[src/rtl/serial_add_pkg.sv]
// Shared definitions for the bit-serial adder controller.
// State encoding and default operand width.
package serial_add_pkg;

    localparam int DEF_WIDTH = 8;

    typedef enum logic [1:0] {
        IDLE  = 2'b00,
        SHIFT = 2'b01,
        DONE  = 2'b10
    } state_t;

endpackage

[src/rtl/full_adder.sv]
// Purpose: single-bit full adder cell.
// Latency: combinational, zero cycles.
// Backpressure: none; pure function of inputs.
module full_adder (
    input  logic a,
    input  logic b,
    input  logic cin,
    output logic sum,
    output logic carry
);

    assign sum   = a ^ b ^ cin;
    assign carry = (a & b) | (cin & (a ^ b));

endmodule

[src/rtl/serial_add_ctrl.sv]
// Purpose: WIDTH-bit adder evaluated LSB first through one full_adder cell.
// Latency: done pulses WIDTH+1 cycles after start is sampled; issue interval WIDTH+2.
// Backpressure: start is only honoured in IDLE; requests while busy/done are dropped.
module serial_add_ctrl
    import serial_add_pkg::*;
#(
    parameter  int WIDTH = DEF_WIDTH,
    localparam int CNT_W = $clog2(WIDTH)
) (
    input  logic             clk,
    input  logic             rst,
    input  logic             start,
    input  logic [WIDTH-1:0] a,
    input  logic [WIDTH-1:0] b,
    input  logic             cin,
    output logic             busy,
    output logic             done,
    output logic [WIDTH-1:0] sum,
    output logic             cout
);

    state_t            state;
    state_t            state_nxt;
    logic              load;
    logic              shift_en;
    logic              last_bit;
    logic [WIDTH-1:0]  a_sh;
    logic [WIDTH-1:0]  b_sh;
    logic [WIDTH-1:0]  sum_sh;
    logic              carry;
    logic [CNT_W-1:0]  cnt;
    logic              fa_sum;
    logic              fa_carry;

    full_adder u_fa (
        .a     (a_sh[0]),
        .b     (b_sh[0]),
        .cin   (carry),
        .sum   (fa_sum),
        .carry (fa_carry)
    );

    assign last_bit = (cnt == CNT_W'(WIDTH - 1));

    always_ff @(posedge clk) begin
        if (rst) begin
            state <= IDLE;
        end else begin
            state <= state_nxt;
        end
    end

    always_comb begin
        state_nxt = state;
        load      = 1'b0;
        shift_en  = 1'b0;
        busy      = 1'b0;
        done      = 1'b0;
        case (state)
            IDLE: begin
                if (start) begin
                    load      = 1'b1;
                    state_nxt = SHIFT;
                end
            end
            SHIFT: begin
                busy     = 1'b1;
                shift_en = 1'b1;
                if (last_bit) begin
                    state_nxt = DONE;
                end
            end
            DONE: begin
                done      = 1'b1;
                state_nxt = IDLE;
            end
            default: begin
                state_nxt = IDLE;
            end
        endcase
    end

    // Result bits enter at the MSB so after WIDTH shifts bit 0 sits at sum_sh[0].
    always_ff @(posedge clk) begin
        if (rst) begin
            a_sh   <= '0;
            b_sh   <= '0;
            sum_sh <= '0;
            carry  <= 1'b0;
            cnt    <= '0;
        end else if (load) begin
            a_sh  <= a;
            b_sh  <= b;
            carry <= cin;
            cnt   <= '0;
        end else if (shift_en) begin
            a_sh   <= {1'b0, a_sh[WIDTH-1:1]};
            b_sh   <= {1'b0, b_sh[WIDTH-1:1]};
            sum_sh <= {fa_sum, sum_sh[WIDTH-1:1]};
            carry  <= fa_carry;
            cnt    <= cnt + CNT_W'(1);
        end
    end

    assign sum  = sum_sh;
    assign cout = carry;

endmodule
[config.mk]
export PLATFORM = sky130hd
export DESIGN_NAME = serial_add_ctrl
export DESIGN_NICKNAME = d
export VERILOG_FILES = /design/src/rtl/serial_add_pkg.sv /design/src/rtl/full_adder.sv /design/src/rtl/serial_add_ctrl.sv
export SDC_FILE = /design/constraint.sdc
export NUM_CORES = 1
export LEC_CHECK = 0
export CORE_ASPECT_RATIO = 1.75
export CORE_MARGIN = 5
export CORE_UTILIZATION = 35
export CTS_CLUSTER_DIAMETER = 150
export DETAILED_ROUTE_END_ITERATION = 7
export PLACE_DENSITY = 0.71
export SETUP_SLACK_MARGIN = 0.02
export SLEW_MARGIN = 30
export SYNTH_ARGS = -nofsm -noshare
export SYNTH_HDL_FRONTEND = slang
export SYNTH_SLANG_ARGS = --single-unit
[constraint.sdc]
create_clock -name clk -period 1.9 [get_ports clk]
set_clock_uncertainty 0.15 [all_clocks]
set_input_delay 0.285 -clock clk [delete_from_list [all_inputs] [get_ports clk]]
set_output_delay 0.285 -clock clk [all_outputs]
set_load 0.02 [all_outputs]
======== After elaboration in Yosys (flattened, before gate mapping) ========
Index checks and enable logic that the tools add are counted.
cells by class
  eq/ne operators ......................... 5
  bitwise logic cells ..................... 6
  multiplexer cells ....................... 13
  reductions and logical operators ........ 5
  $add $sub $neg .......................... 1
operators by type and width
  cell                   count
  $mux W8                4
  $mux W1                6
  $mux W2                2
  $ne A2 B2 Y1 const B   2
  $pmux W2 S2            1
  $reduce_and A2 Y1      2
  $add A3 B1 Y3 const B  1
  $eq A3 B3 Y1 const B   1
  $and A1 B1 Y1          2
  $eq A2 B1 Y1 const B   1
  $eq A2 B2 Y1 const B   1
  $logic_not A2 Y1       1
  $reduce_bool A2 Y1     1
  $reduce_or A2 Y1       1
  $xor A1 B1 Y1          2
  $not A1 Y1             1
  $or A1 B1 Y1           1
word-level totals
  output and inout port bits .............. 11
  input bits .............................. 20
  word-level logic and storage cells ...... 36
  bits in registers ....................... 30

======== Logic depth before layout (Yosys ltp) ========
  depth in word-level cells ............... 5
  depth in mapped cells ................... 6
  mapped depth without buffers ............ 4

======== Hierarchy ========
Synthesis repeated with hierarchy kept, for this count alone.
second synthesis, totals
  cell total of the unflattened synthesis .. 154
  area, all modules ....................... 1326.3 sq um
by module, submodules not included
  module           seq. area each (sq um)  instances  cells an instance  area an instance (sq um)
  serial_add_ctrl  600.6                   1          153                1306.3
  full_adder       0.0                     1          1                  20.0

======== Worst setup path before layout ========
No wires, ideal clock.
  kind .................................... register to register
  start ................................... reg state[0]
  end ..................................... reg a_sh[2]
  arrival ................................. 1112 ps
  cell stages (with the launch flop) ...... 6
  path buffers ............................ 2
  path slack .............................. 504 ps
  period minus slack after synthesis ...... 1396 ps
  setup time .............................. 134 ps
  required time ........................... 1616 ps
  path through ............................ dfxtp_1 or3b_1 buf_6 buf_8 nor2_2 nor4_2
between the ends
  cells in the longest elaborated chain, start to end .. 3
  elaborated cells on any way between the ends .. 6
  those cells by class .................... eq/ne (1); mux (3); reduce/logical (2)
RTL lines
  what                                                            RTL line               text
  from (decl)                                                     serial_add_ctrl.sv:22  state_t state;
  from (signal assigned)                                          serial_add_ctrl.sv:49  state <= state_nxt;
  $eq A2 B1 Y1 or $logic_not A2 Y1 (tied branches)                serial_add_ctrl.sv:59  case (state)
  $mux W1                                                         serial_add_ctrl.sv:59
  $reduce_bool A2 Y1 (no source line) or $mux W8 (tied branches)  --
  to (signal assigned)                                            serial_add_ctrl.sv:97  a_sh <= {1'b0, a_sh[WIDTH-1:1]};
  to (decl)                                                       serial_add_ctrl.sv:27  logic [WIDTH-1:0] a_sh;
Parallel ways exist; a longest one is shown, timed or not.
A chain may end at the register's enable or synchronous reset.

======== Worst setup path in the final report ========
  start ................................... reg carry (netlist: cout)
  end ..................................... out cout
RTL lines
  what                    RTL line                text
  from (decl)             serial_add_ctrl.sv:30   logic carry;
  from (signal assigned)  serial_add_ctrl.sv:94   carry <= cin;
  from (signal assigned)  serial_add_ctrl.sv:100  carry <= fa_carry;
  to (decl)               serial_add_ctrl.sv:19   output logic cout
No word-level cell between the ends.

==> results.md <==
* Syn Nets at 172
* PnR worst setup slack at 0.180 ns
* Synthesized flop and latch total at 30
* Outcome: finished, final reports clean
* Crit path largest cell delay at 0.63 ns
* Avg WL per Cell at 11.6 um
* Layout cell share with drive strength beyond 1 at 11.5%
* Vias per cell at 4.78
* Setup TNS at 0 ns
* Endpoints failing hold at 0
* Vias at 1090
* Fin crit period at 1.72 ns
* H-tree levels at 2
* Final worst path period share at 90.5%
* WL met2 at 1.49 mm
* Top sig layer: met4
* Crit path max fanout at 3
* Die area at 0.00487 mm^2
* TritonCTS Buffers at 5
* GRT Total Usage at 12.3%
* EDFF count, synth at 0
* Die W at 54.9 um
* GPL Wtd Cong at 0.753
* Normalized max-slew margin at 78.9%
* Setup CP Type: flop to output pin
* Num rows at 28
* Peak supply drop at 0.502 mV
* Synth Cell Area at 0.00124 mm^2
* Antenna-violating nets left at 0
* Max-Cap Viols at 0
* DR pass1 iterations at 4
* Clk slew on worst S/H paths at 0.06 ns
* LEAKAGE at 0.000669 uW
* Post-place setup slack at 0.155 ns
* RSZ-0062 raised after global routing: false
* Grt total ovfl at 0
* CP Buf/Inv Count at 1
* TritonCTS clock tree: built
* Delay-heaviest family, CP: buffers and inverters
* Synth cell types at 27
* Deepest clock path buffer count at 2
* Seq/Total Area, Yosys at 48.5%
* Post-CTS Hold Fix Bufs at 0
* Final HPWL DP at 1.96 mm
* Arr. time, crit path at 1.29 ns
* FILL cells at 340
* Async set-reset flop share out of synthesis at 0%
* Antenna Cells at 0
* Final Max Slew Viols at 0
* Vias in the first global route at 1065
* Syn Area/Cell at 8.30 um^2
* Mapped Cells at 149
* Initial antenna violation count at 0
* Hold crit path type: flop to flop
* Worst Path Required at 1.46 ns
* Die height at 88.7 um
* DR iter-0 viols at 30
* Main synth FF type: dfxtp_1
* Setup crit end kind: output pin
* Core ar. at 0.00340 mm^2
* Multi-input gate area at 566 um^2
* Wire length of the first global-routing pass at 4.34 mm
* Port Buffers at 30
* DRC violations left at 0
* # clock sinks at 30
* Total Routed Length at 2.64 mm
* CTS root buffer: clkbuf_8
* Register area at 601 um^2
* Final Setup Violations at 0
* Worst slew pin tran at 0.315 ns
* Cell Pwr Density at 829 mW/mm^2
* Worst setup SP type: flop
* # IOs at 31
* Yosys warns at 0
* P&R area growth vs syn at 35.2%
* Largest net degree at the start of global routing at 31
* Total Nets Final at 205
* Peak Freq at 0.581 GHz
* Routed wl met3 at 118 um
* CP max stage cell: clkdlybuf4s50_1
* Clk_lat worst skew at 0.27 ns
* CP cell instances: clkdlybuf4s50_1
* Effective utilization at floorplan at 36.4%
* Post-Route M1 WL at 1.00 mm
==> layout by cell type, fill, tap and decap left out <==
cell,n
clkdlybuf4s50_1,28
nand3b_1,2
a22oi_1,2
nand2_1,16
a211oi_1,1
nor2_2,3
inv_2,1
ha_1,2
fa_1,1
dlygate4sd2_1,2
o21bai_1,1
mux2i_1,1
o21ai_0,2
clkinv_2,1
and2b_2,1
nand2b_1,1
dfxtp_1,30
nor2_1,46
clkbuf_8,6
nor2b_1,1
nor4_1,13
nor4_2,2
nor3b_1,1
or3b_1,1
buf_4,5
buf_12,1
o21ba_2,1
a21oi_1,10
clkbuf_1,1
==> logic make-up after synthesis <==
group / Yosys count / share of synthesized area, %
compound gates: 17 / 8.09
fa+ha+maj: 3 / 3.64
buf+inv: 11 / 5.76
flops: 30 / 48.5
mux: 1 / 0.809
simple gates: 87 / 33.2
==> where the power goes <==
| group | leakage [uW] | internal, uW | switching [uW] |
|---|---|---|---|
| clock network | 0.0000482 | 291 | 212 |
| registers | 0.000247 | 668 | 22.1 |
| logic | 0.000374 | 97.6 | 96.6 |
==> stage by stage <==
stage	util [%]	hold WS [ns]	cells	power, uW	area, um^2
6_report	49.2	0.306	228	1390	1670
5_1_grt	49.2	0.339	228	1460	1670
4_1_cts	49.2	0.312	228	1410	1670
3_5_place_dp	46.6	0.304	220	901	1580
3_3_place_gp	46.6	0.295	220	893	1580
2_1_floorplan	-	0.295	149	818	1240
==> metal layers <==
layer	track usage, %	up-vias
li1	-	564
met1	11.8	502
met2	22.3	22
met3	3.71	2
met4	6.64	0
met5	0	-
==> repair_timing <==
item / CTS / global route
setup buffers: 0 / 0
gates resized for setup: 2 / 0
setup endpoints to repair: 2 / 0
==> area by class of cell <==
class	count	share of cell area (%)
flip-flops and latches	30	35.9
multi-input cells	108	33.8
repair buffers	36	21.2
clock buffers	7	5.16
well taps	45	3.37
clock inverters	1	0.299
inverters	1	0.224
==> synth_stat cells (3+ instances only) <==
cell type,n,area (um^2)
a21oi_1,10,50.1
buf_2,3,15.0
clkbuf_1,3,11.3
dfxtp_1,30,601
nand2_1,16,60.1
nor2_1,46,173
nor2_2,3,18.8
nor4_1,13,81.3
==> worst paths after layout <==
check	from	end	slack, ns	cells after the start
min reg2reg	sum[0]	sum[0]	0.31	2
max reg2reg	state[0]	a_sh[0]	0.42	5
min	sum[0]	sum[0]	0.31	2
max	cout	cout	0.18	1
==> worst reg2reg max path, stage by stage (launching register included) <==
cell	delay, ns
dfxtp_1	0.32
buf_4	0.15
or3b_1	0.37
buf_4	0.20
nor2_1	0.11
nor4_1	0.06
==> sequential cells by signal, summed over array words and instances (netlist names) <==
register / flops
a_sh: 8
b_sh: 8
sum: 8
cnt: 3
state: 2
cout: 1
(Power assumes the default switching activity.)
